### src/rtl/alu_muldiv.sv
// alu_muldiv -- EX-stage datapath ALU for the MIPS32 core.
//
// Single-cycle ops (nop, add, sub, and, or, slt, sll, lui) are purely
// combinational on busC. Multiply and divide run iteratively, one result
// bit per clock, over WIDTH cycles and write the HI/LO registers at the end.
// A start/busy/done handshake launches them, and stall freezes the pipeline
// while an instruction that touches HI/LO waits for a pending result.
//
// Ports:
//   clk     rising-edge clock for all state
//   rst     synchronous, active-high reset (aborts any mul/div in flight)
//   busA    operand A (rs): dividend / multiplicand / mthi-mtlo source
//   busB    operand B (rt): divisor / multiplier
//   ALUOp   operation select (0..F)
//   start   instruction-valid qualifier for ops 8..B, E, F
//   busC    combinational result
//   zero    busC == 0
//   OFsign  signed overflow of add/sub
//   busy    mul/div iteration in progress
//   done    one-cycle pulse after HI/LO were written by mul/div
//   stall   busy while ALUOp is one of the HI/LO ops (8..F)

module alu_muldiv #(
    parameter int WIDTH = 32,
    parameter int SHW   = $clog2(WIDTH)
) (
    input  logic             clk,
    input  logic             rst,
    input  logic [WIDTH-1:0] busA,
    input  logic [WIDTH-1:0] busB,
    input  logic [3:0]       ALUOp,
    input  logic             start,
    output logic [WIDTH-1:0] busC,
    output logic             zero,
    output logic             OFsign,
    output logic             busy,
    output logic             done,
    output logic             stall
);

    localparam int CW = $clog2(WIDTH);
    localparam logic [CW-1:0] LAST = CW'(WIDTH - 1);

    typedef enum logic [1:0] {
        ST_IDLE,
        ST_MUL,
        ST_DIV,
        ST_DONE
    } state_t;

    state_t state, state_next;

    logic [WIDTH-1:0] hi, lo;
    logic [WIDTH-1:0] acc_hi, acc_lo, mag_b;
    logic [CW-1:0]    count;
    logic             neg_main, neg_rem;

    logic             launch, move_hi, move_lo;
    logic             op_signed, sign_a, sign_b, b_zero;
    logic [WIDTH-1:0] abs_a, abs_b;

    logic [WIDTH:0]   add_ext, sub_ext;

    logic [WIDTH:0]   mul_sum;
    logic [WIDTH-1:0] mul_hi_n, mul_lo_n;
    logic [2*WIDTH-1:0] prod, prod_fix;

    logic [WIDTH:0]   div_shift;
    logic             div_ge;
    logic [WIDTH-1:0] div_diff, div_hi_n, div_lo_n, quo_fix, rem_fix;

    // Launch and move qualifiers. Ops 8..B share the 10xx prefix; the
    // low bit selects unsigned, bit 1 selects divide.
    always_comb begin
        launch    = start & ~busy & (ALUOp[3:2] == 2'b10);
        move_hi   = start & ~busy & (ALUOp == 4'hE);
        move_lo   = start & ~busy & (ALUOp == 4'hF);
        op_signed = ~ALUOp[0];
        sign_a    = op_signed & busA[WIDTH-1];
        sign_b    = op_signed & busB[WIDTH-1];
        abs_a     = sign_a ? -busA : busA;
        abs_b     = sign_b ? -busB : busB;
        b_zero    = (busB == '0);
    end

    // State register for the mul/div sequencer.
    always_ff @(posedge clk) begin
        if (rst) begin
            state <= ST_IDLE;
        end else begin
            state <= state_next;
        end
    end

    // Next-state and handshake outputs. A new launch is accepted from the
    // done cycle as well as from idle, so back-to-back ops lose no cycle.
    always_comb begin
        state_next = state;
        busy       = 1'b0;
        done       = 1'b0;
        case (state)
            ST_IDLE, ST_DONE: begin
                done = (state == ST_DONE);
                if (launch) begin
                    state_next = ALUOp[1] ? ST_DIV : ST_MUL;
                end else begin
                    state_next = ST_IDLE;
                end
            end
            ST_MUL, ST_DIV: begin
                busy = 1'b1;
                if (count == LAST) begin
                    state_next = ST_DONE;
                end
            end
            default: state_next = ST_IDLE;
        endcase
        stall = busy & ALUOp[3];
    end

    // One iteration of each algorithm. Multiply: {acc_hi,acc_lo} shifts
    // right while the multiplicand magnitude is added when the multiplier
    // LSB is set. Divide: restoring step, quotient bits enter acc_lo from
    // the right as dividend bits leave into the remainder in acc_hi. The
    // subtraction is only kept when it cannot borrow, so the truncated
    // WIDTH-bit difference is exact.
    always_comb begin
        mul_sum   = {1'b0, acc_hi} + (acc_lo[0] ? {1'b0, mag_b} : {(WIDTH+1){1'b0}});
        mul_hi_n  = mul_sum[WIDTH:1];
        mul_lo_n  = {mul_sum[0], acc_lo[WIDTH-1:1]};
        prod      = {mul_hi_n, mul_lo_n};
        prod_fix  = neg_main ? -prod : prod;

        div_shift = {acc_hi, acc_lo[WIDTH-1]};
        div_ge    = (div_shift >= {1'b0, mag_b});
        div_diff  = div_shift[WIDTH-1:0] - mag_b;
        div_hi_n  = div_ge ? div_diff : div_shift[WIDTH-1:0];
        div_lo_n  = {acc_lo[WIDTH-2:0], div_ge};
        quo_fix   = neg_main ? -div_lo_n : div_lo_n;
        rem_fix   = neg_rem ? -div_hi_n : div_hi_n;
    end

    // Datapath registers. Divide by zero falls out of the restoring loop
    // naturally (all-ones quotient, remainder equals the dividend
    // magnitude); only the quotient sign fix is suppressed so LO stays all
    // ones and HI regains the dividend's sign. Signed MIN / -1 also needs
    // no special case: the magnitude quotient negates back to MIN.
    always_ff @(posedge clk) begin
        if (rst) begin
            hi       <= '0;
            lo       <= '0;
            acc_hi   <= '0;
            acc_lo   <= '0;
            mag_b    <= '0;
            count    <= '0;
            neg_main <= 1'b0;
            neg_rem  <= 1'b0;
        end else begin
            case (state)
                ST_IDLE, ST_DONE: begin
                    if (launch) begin
                        count  <= '0;
                        acc_hi <= '0;
                        if (ALUOp[1]) begin
                            acc_lo   <= abs_a;
                            mag_b    <= abs_b;
                            neg_main <= (sign_a ^ sign_b) & ~b_zero;
                            neg_rem  <= sign_a;
                        end else begin
                            acc_lo   <= abs_b;
                            mag_b    <= abs_a;
                            neg_main <= sign_a ^ sign_b;
                            neg_rem  <= 1'b0;
                        end
                    end else if (move_hi) begin
                        hi <= busA;
                    end else if (move_lo) begin
                        lo <= busA;
                    end
                end
                ST_MUL: begin
                    acc_hi <= mul_hi_n;
                    acc_lo <= mul_lo_n;
                    count  <= count + 1'b1;
                    if (count == LAST) begin
                        hi    <= prod_fix[2*WIDTH-1:WIDTH];
                        lo    <= prod_fix[WIDTH-1:0];
                        count <= '0;
                    end
                end
                ST_DIV: begin
                    acc_hi <= div_hi_n;
                    acc_lo <= div_lo_n;
                    count  <= count + 1'b1;
                    if (count == LAST) begin
                        hi    <= rem_fix;
                        lo    <= quo_fix;
                        count <= '0;
                    end
                end
                default: begin
                    count <= '0;
                end
            endcase
        end
    end

    // Result mux. Add/sub are done one bit wider with sign extension so the
    // top two bits give overflow and the true sign for slt.
    always_comb begin
        add_ext = {busA[WIDTH-1], busA} + {busB[WIDTH-1], busB};
        sub_ext = {busA[WIDTH-1], busA} - {busB[WIDTH-1], busB};
        busC    = '0;
        OFsign  = 1'b0;
        case (ALUOp)
            4'h1: begin
                busC   = add_ext[WIDTH-1:0];
                OFsign = add_ext[WIDTH] ^ add_ext[WIDTH-1];
            end
            4'h2: begin
                busC   = sub_ext[WIDTH-1:0];
                OFsign = sub_ext[WIDTH] ^ sub_ext[WIDTH-1];
            end
            4'h3: busC = busA & busB;
            4'h4: busC = busA | busB;
            4'h5: busC = {{(WIDTH-1){1'b0}}, sub_ext[WIDTH]};
            4'h6: busC = busA << busB[SHW-1:0];
            4'h7: busC = busB << (WIDTH / 2);
            4'hC: busC = hi;
            4'hD: busC = lo;
            default: busC = '0;
        endcase
        zero = (busC == '0);
    end

endmodule

### config.mk
export PLATFORM = sky130hd
export DESIGN_NAME = alu_muldiv
export DESIGN_NICKNAME = d
export VERILOG_FILES = /design/src/rtl/alu_muldiv.sv
export SDC_FILE = /design/constraint.sdc
export NUM_CORES = 1
export LEC_CHECK = 0
export CAP_MARGIN = 20
export CELL_PAD_IN_SITES_DETAIL_PLACEMENT = 2
export CELL_PAD_IN_SITES_GLOBAL_PLACEMENT = 2
export CORE_ASPECT_RATIO = 0.5
export CORE_MARGIN = 10
export CORE_UTILIZATION = 35
export DETAILED_ROUTE_END_ITERATION = 7
export PLACE_DENSITY_LB_ADDON = 0.1
export SLEW_MARGIN = 20
export SYNTH_ARGS = -nofsm -noshare
export SYNTH_HDL_FRONTEND = slang
export SYNTH_SLANG_ARGS = --single-unit
### constraint.sdc
create_clock -name clk -period 11 [get_ports clk]
set_clock_uncertainty 0.1 [all_clocks]
set_input_delay 1.65 -clock clk [delete_from_list [all_inputs] [get_ports clk]]
set_output_delay 1.65 -clock clk [all_outputs]
set_load 0.01 [all_outputs]
==> metrics.txt <==
status=completed; Hold Crit Start=mag_b[6]; I/O pin total=108; Final HPWL DP=about 100000 µm; FF+latch count, synth=169; first-pass iteration count of the detailed router=6; crit-path max cell delay=~800 ps; asr flop ratio synth=0; core area=69400 µm²; critical path class=in2out; Die Y=about 210 µm; placed cell count=about 4400; post_cts resized=0; syn_area_per_cell=6.89 µm²; Yosys warning count=0; CP required=9250 ps; Max Buffers Root-to-Sink=2; maximum vdd drop=approximately 0.00012 V; worst r2r src=acc_hi[13]; Top FF cell, synth=dfxtp_1; hold slack=356 ps; initial DRC count=3302; unrepaired setup endpoints after global routing=no; Pwr Density=roughly 99 nW/µm²; Relative slew margins=0.293; vias per cell=6.59; vias in the first global route=29000; fin util=0.387; Syn Nets=3836; crit path DAT=7780 ps; # rows=a little under 70; Leakage=approximately 0.010 µW; Crit-path slowest cell=clkdlybuf4s50_1; Area Overhead vs Synth=8.63%; Worst Setup End Kind=output pin; Horiz. Die Dim=396 µm; initial antenna violation count=4; grt ovf=0; worst hold-check path type=reg2reg; Fin Setup TNS=0 ps; total power=between 2000 and 3000 µW; CTS Hold Buffers Added=0; Critical Path, Cell by Cell=clkdlybuf4s50_1 > inv_1 > ha_1 > or3_1 > or4_1 > nor4_2 > nor3_1 > a21oi_2 > a41oi_1 > a311oi_1 > nand4_1 > nor4_1 > nand4b_1 > or4b_1 > nor4_2 > clkdlybuf4s50_1; synthesized netlist cell count=3590; Max-cap violations=0; Tmin final=9530 ps; GPL Wtd Cong=0.945; synth unique cells=101; # setup viols final=0; top routing layer used=met5; CTS tree=yes; FILL cells=8399; TritonCTS buffer count=17; Cell Area, Synth=24700 µm²; total global-route track usage=0.307; via count=29100; fmax=105 MHz; Clock transition at path regs=roughly 70 ps; DRC=0; Crit Path Max Fanout=11; first-pass GRT wire length=198000 µm; Worst setup startpoint=busA[13]; Final nets=3712; Initial Utilization=0.356; CP startpoint kind=input pin; worst slew pin tran=1050 ps; largest net degree at the start of global routing=91; Hold Vio Cnt, Final=0; clk sinks=169; met2 wire len=55800 µm; drt total wl=approximately 130000 µm; Post-synth EDFFs=0; sequential element share of the synthesized area=0.137; met3 wire length=approximately 11000 µm; non-filler cells, final=4424; routed length on met1=65200 µm; die area=82300 µm²; period utilization=0.866; Wirelength per Cell=a little over 30 µm; Antenna Nets Post-Route=0; ratio of cells with drive above 1 in the final layout=0.0570; clk_lat worst skew=460 ps; # Post-CTS Setup Buffers=0; PortBufs=107; Root Buffer=clkbuf_16; Final Max Tran Viols=0; H-tree depth=4
[final cells by class]
cell class / instances / area (µm²) / share of cell area
Clock buffer: 19 / 453 / 0.0169
Clock inverter: 9 / 150 / 0.00559
Multi-Input combinational cell: 2947 / 19600 / 0.730
Timing Repair Buffer: 154 / 1410 / 0.0525
Inverter: 177 / 664 / 0.0247
Tap cell: 945 / 1180 / 0.0440
Sequential cell: 169 / 3380 / 0.126
Antenna cell: 4 / 10.0 / 0.000373
[stage by stage]
stage	setup slack [ps]	area, µm²
2_1_floorplan	3070	24700
3_3_place_gp	1830	26200
3_5_place_dp	1580	26200
4_1_cts	1560	26800
5_1_grt	1230	26900
6_report	1470	26900
[cells by family after synthesis]
| group | synth area share |
|---|---|
| flip-flops | 0.137 |
| AO/OA/AOI/OAI | 0.322 |
| AND/OR/NAND/NOR | 0.243 |
| adder cells (fa/ha/maj) | 0.0898 |
| multiplexers | 0.0598 |
| XOR/XNOR | 0.0751 |
| buffers and inverters | 0.0735 |
[path summary, 6_finish.rpt]
path                            cells after the start  slack, ps       end
worst max-delay path                               16       1470      zero
worst min-delay path                                2        360  mag_b[6]
worst max register to register                     18       4160    hi[24]
worst min register to register                      2        360  mag_b[6]
[flip-flops by register name (all words and copies together), names as in the netlist]
signal	flops
neg_main	1
acc_hi	32
state	2
acc_lo	32
mag_b	32
lo	32
count	5
neg_rem	1
hi	32
[report_power, final]
group / internal, µW / switching (µW) / total (µW)
logic: 435 / 891 / 1330
clock network: 386 / 275 / 661
registers: 632 / 32.8 / 665
total: 1450 / 1200 / 2650
[synthesized netlist by cell type (11+ instances only)]
cell | n | area [µm²]
mux2i_1 | 52 | 521
a2111oi_0 | 13 | 114
a41oi_1 | 13 | 114
a31oi_1 | 79 | 494
a21o_1 | 63 | 473
or4_1 | 16 | 120
or3_1 | 41 | 257
a311oi_1 | 18 | 158
buf_2 | 22 | 110
o22ai_1 | 18 | 113
o41ai_1 | 11 | 96.3
inv_1 | 174 | 653
nand2b_1 | 24 | 150
nor4_1 | 36 | 225
nor2_1 | 452 | 1700
nand2_1 | 333 | 1250
dfxtp_1 | 169 | 3380
mux2_2 | 12 | 135
o211ai_1 | 51 | 383
a221o_1 | 11 | 110
mux4_2 | 33 | 743
nor2b_1 | 23 | 144
o31ai_1 | 34 | 255
a221oi_1 | 95 | 832
a211o_1 | 13 | 114
nand3_1 | 74 | 370
o21ai_0 | 205 | 1030
and2_1 | 21 | 131
a21oi_1 | 292 | 1460
xnor2_1 | 174 | 1520
nor3_1 | 120 | 601
xor2_1 | 38 | 333
ha_1 | 171 | 2140
nand4_1 | 29 | 181
o21bai_1 | 16 | 120
and3_1 | 31 | 194
o21a_1 | 15 | 113
clkbuf_1 | 235 | 882
a211oi_1 | 53 | 398
a22oi_1 | 60 | 450
buf_1 | 38 | 143
or2_2 | 17 | 106
o221ai_1 | 12 | 105
[routing by layer]
layer	up-vias	track usage
met5	-	0
met4	2	0.0461
met3	127	0.0459
met2	1126	0.451
met1	14900	0.469
li1	12900	-
[critical path, delay by kind of cell]
kind,cells,cell delay [ps]
AND/OR/NAND/NOR,9,3050
buffers and inverters,3,1500
AO/OA/AOI/OAI,3,1020
adder cells (fa/ha/maj),1,530
[placed cells by master (no fill, tap or decap), drive strengths merged, types with 18 or more instances in the layout]
| cell type | instances |
|---|---|
| nor2 | 452 |
| nand2 | 333 |
| a21oi | 293 |
| o21ai | 206 |
| xnor2 | 174 |
| inv | 174 |
| ha | 171 |
| dfxtp | 169 |
| nor3 | 121 |
| clkdlybuf4s50 | 103 |
| a221oi | 97 |
| a31oi | 79 |
| nand3 | 74 |
| a21o | 63 |
| a22oi | 60 |
| a211oi | 55 |
| mux2i | 52 |
| o211ai | 51 |
| buf | 51 |
| nor4 | 42 |
| or3 | 41 |
| xor2 | 38 |
| mux4 | 36 |
| o31ai | 35 |
| and3 | 31 |
| nand4 | 29 |
| nand2b | 24 |
| nor2b | 23 |
| and2 | 22 |
| or2 | 19 |
| clkbuf | 19 |
| o22ai | 18 |
| a311oi | 18 |
(Power assumes the default switching activity.)
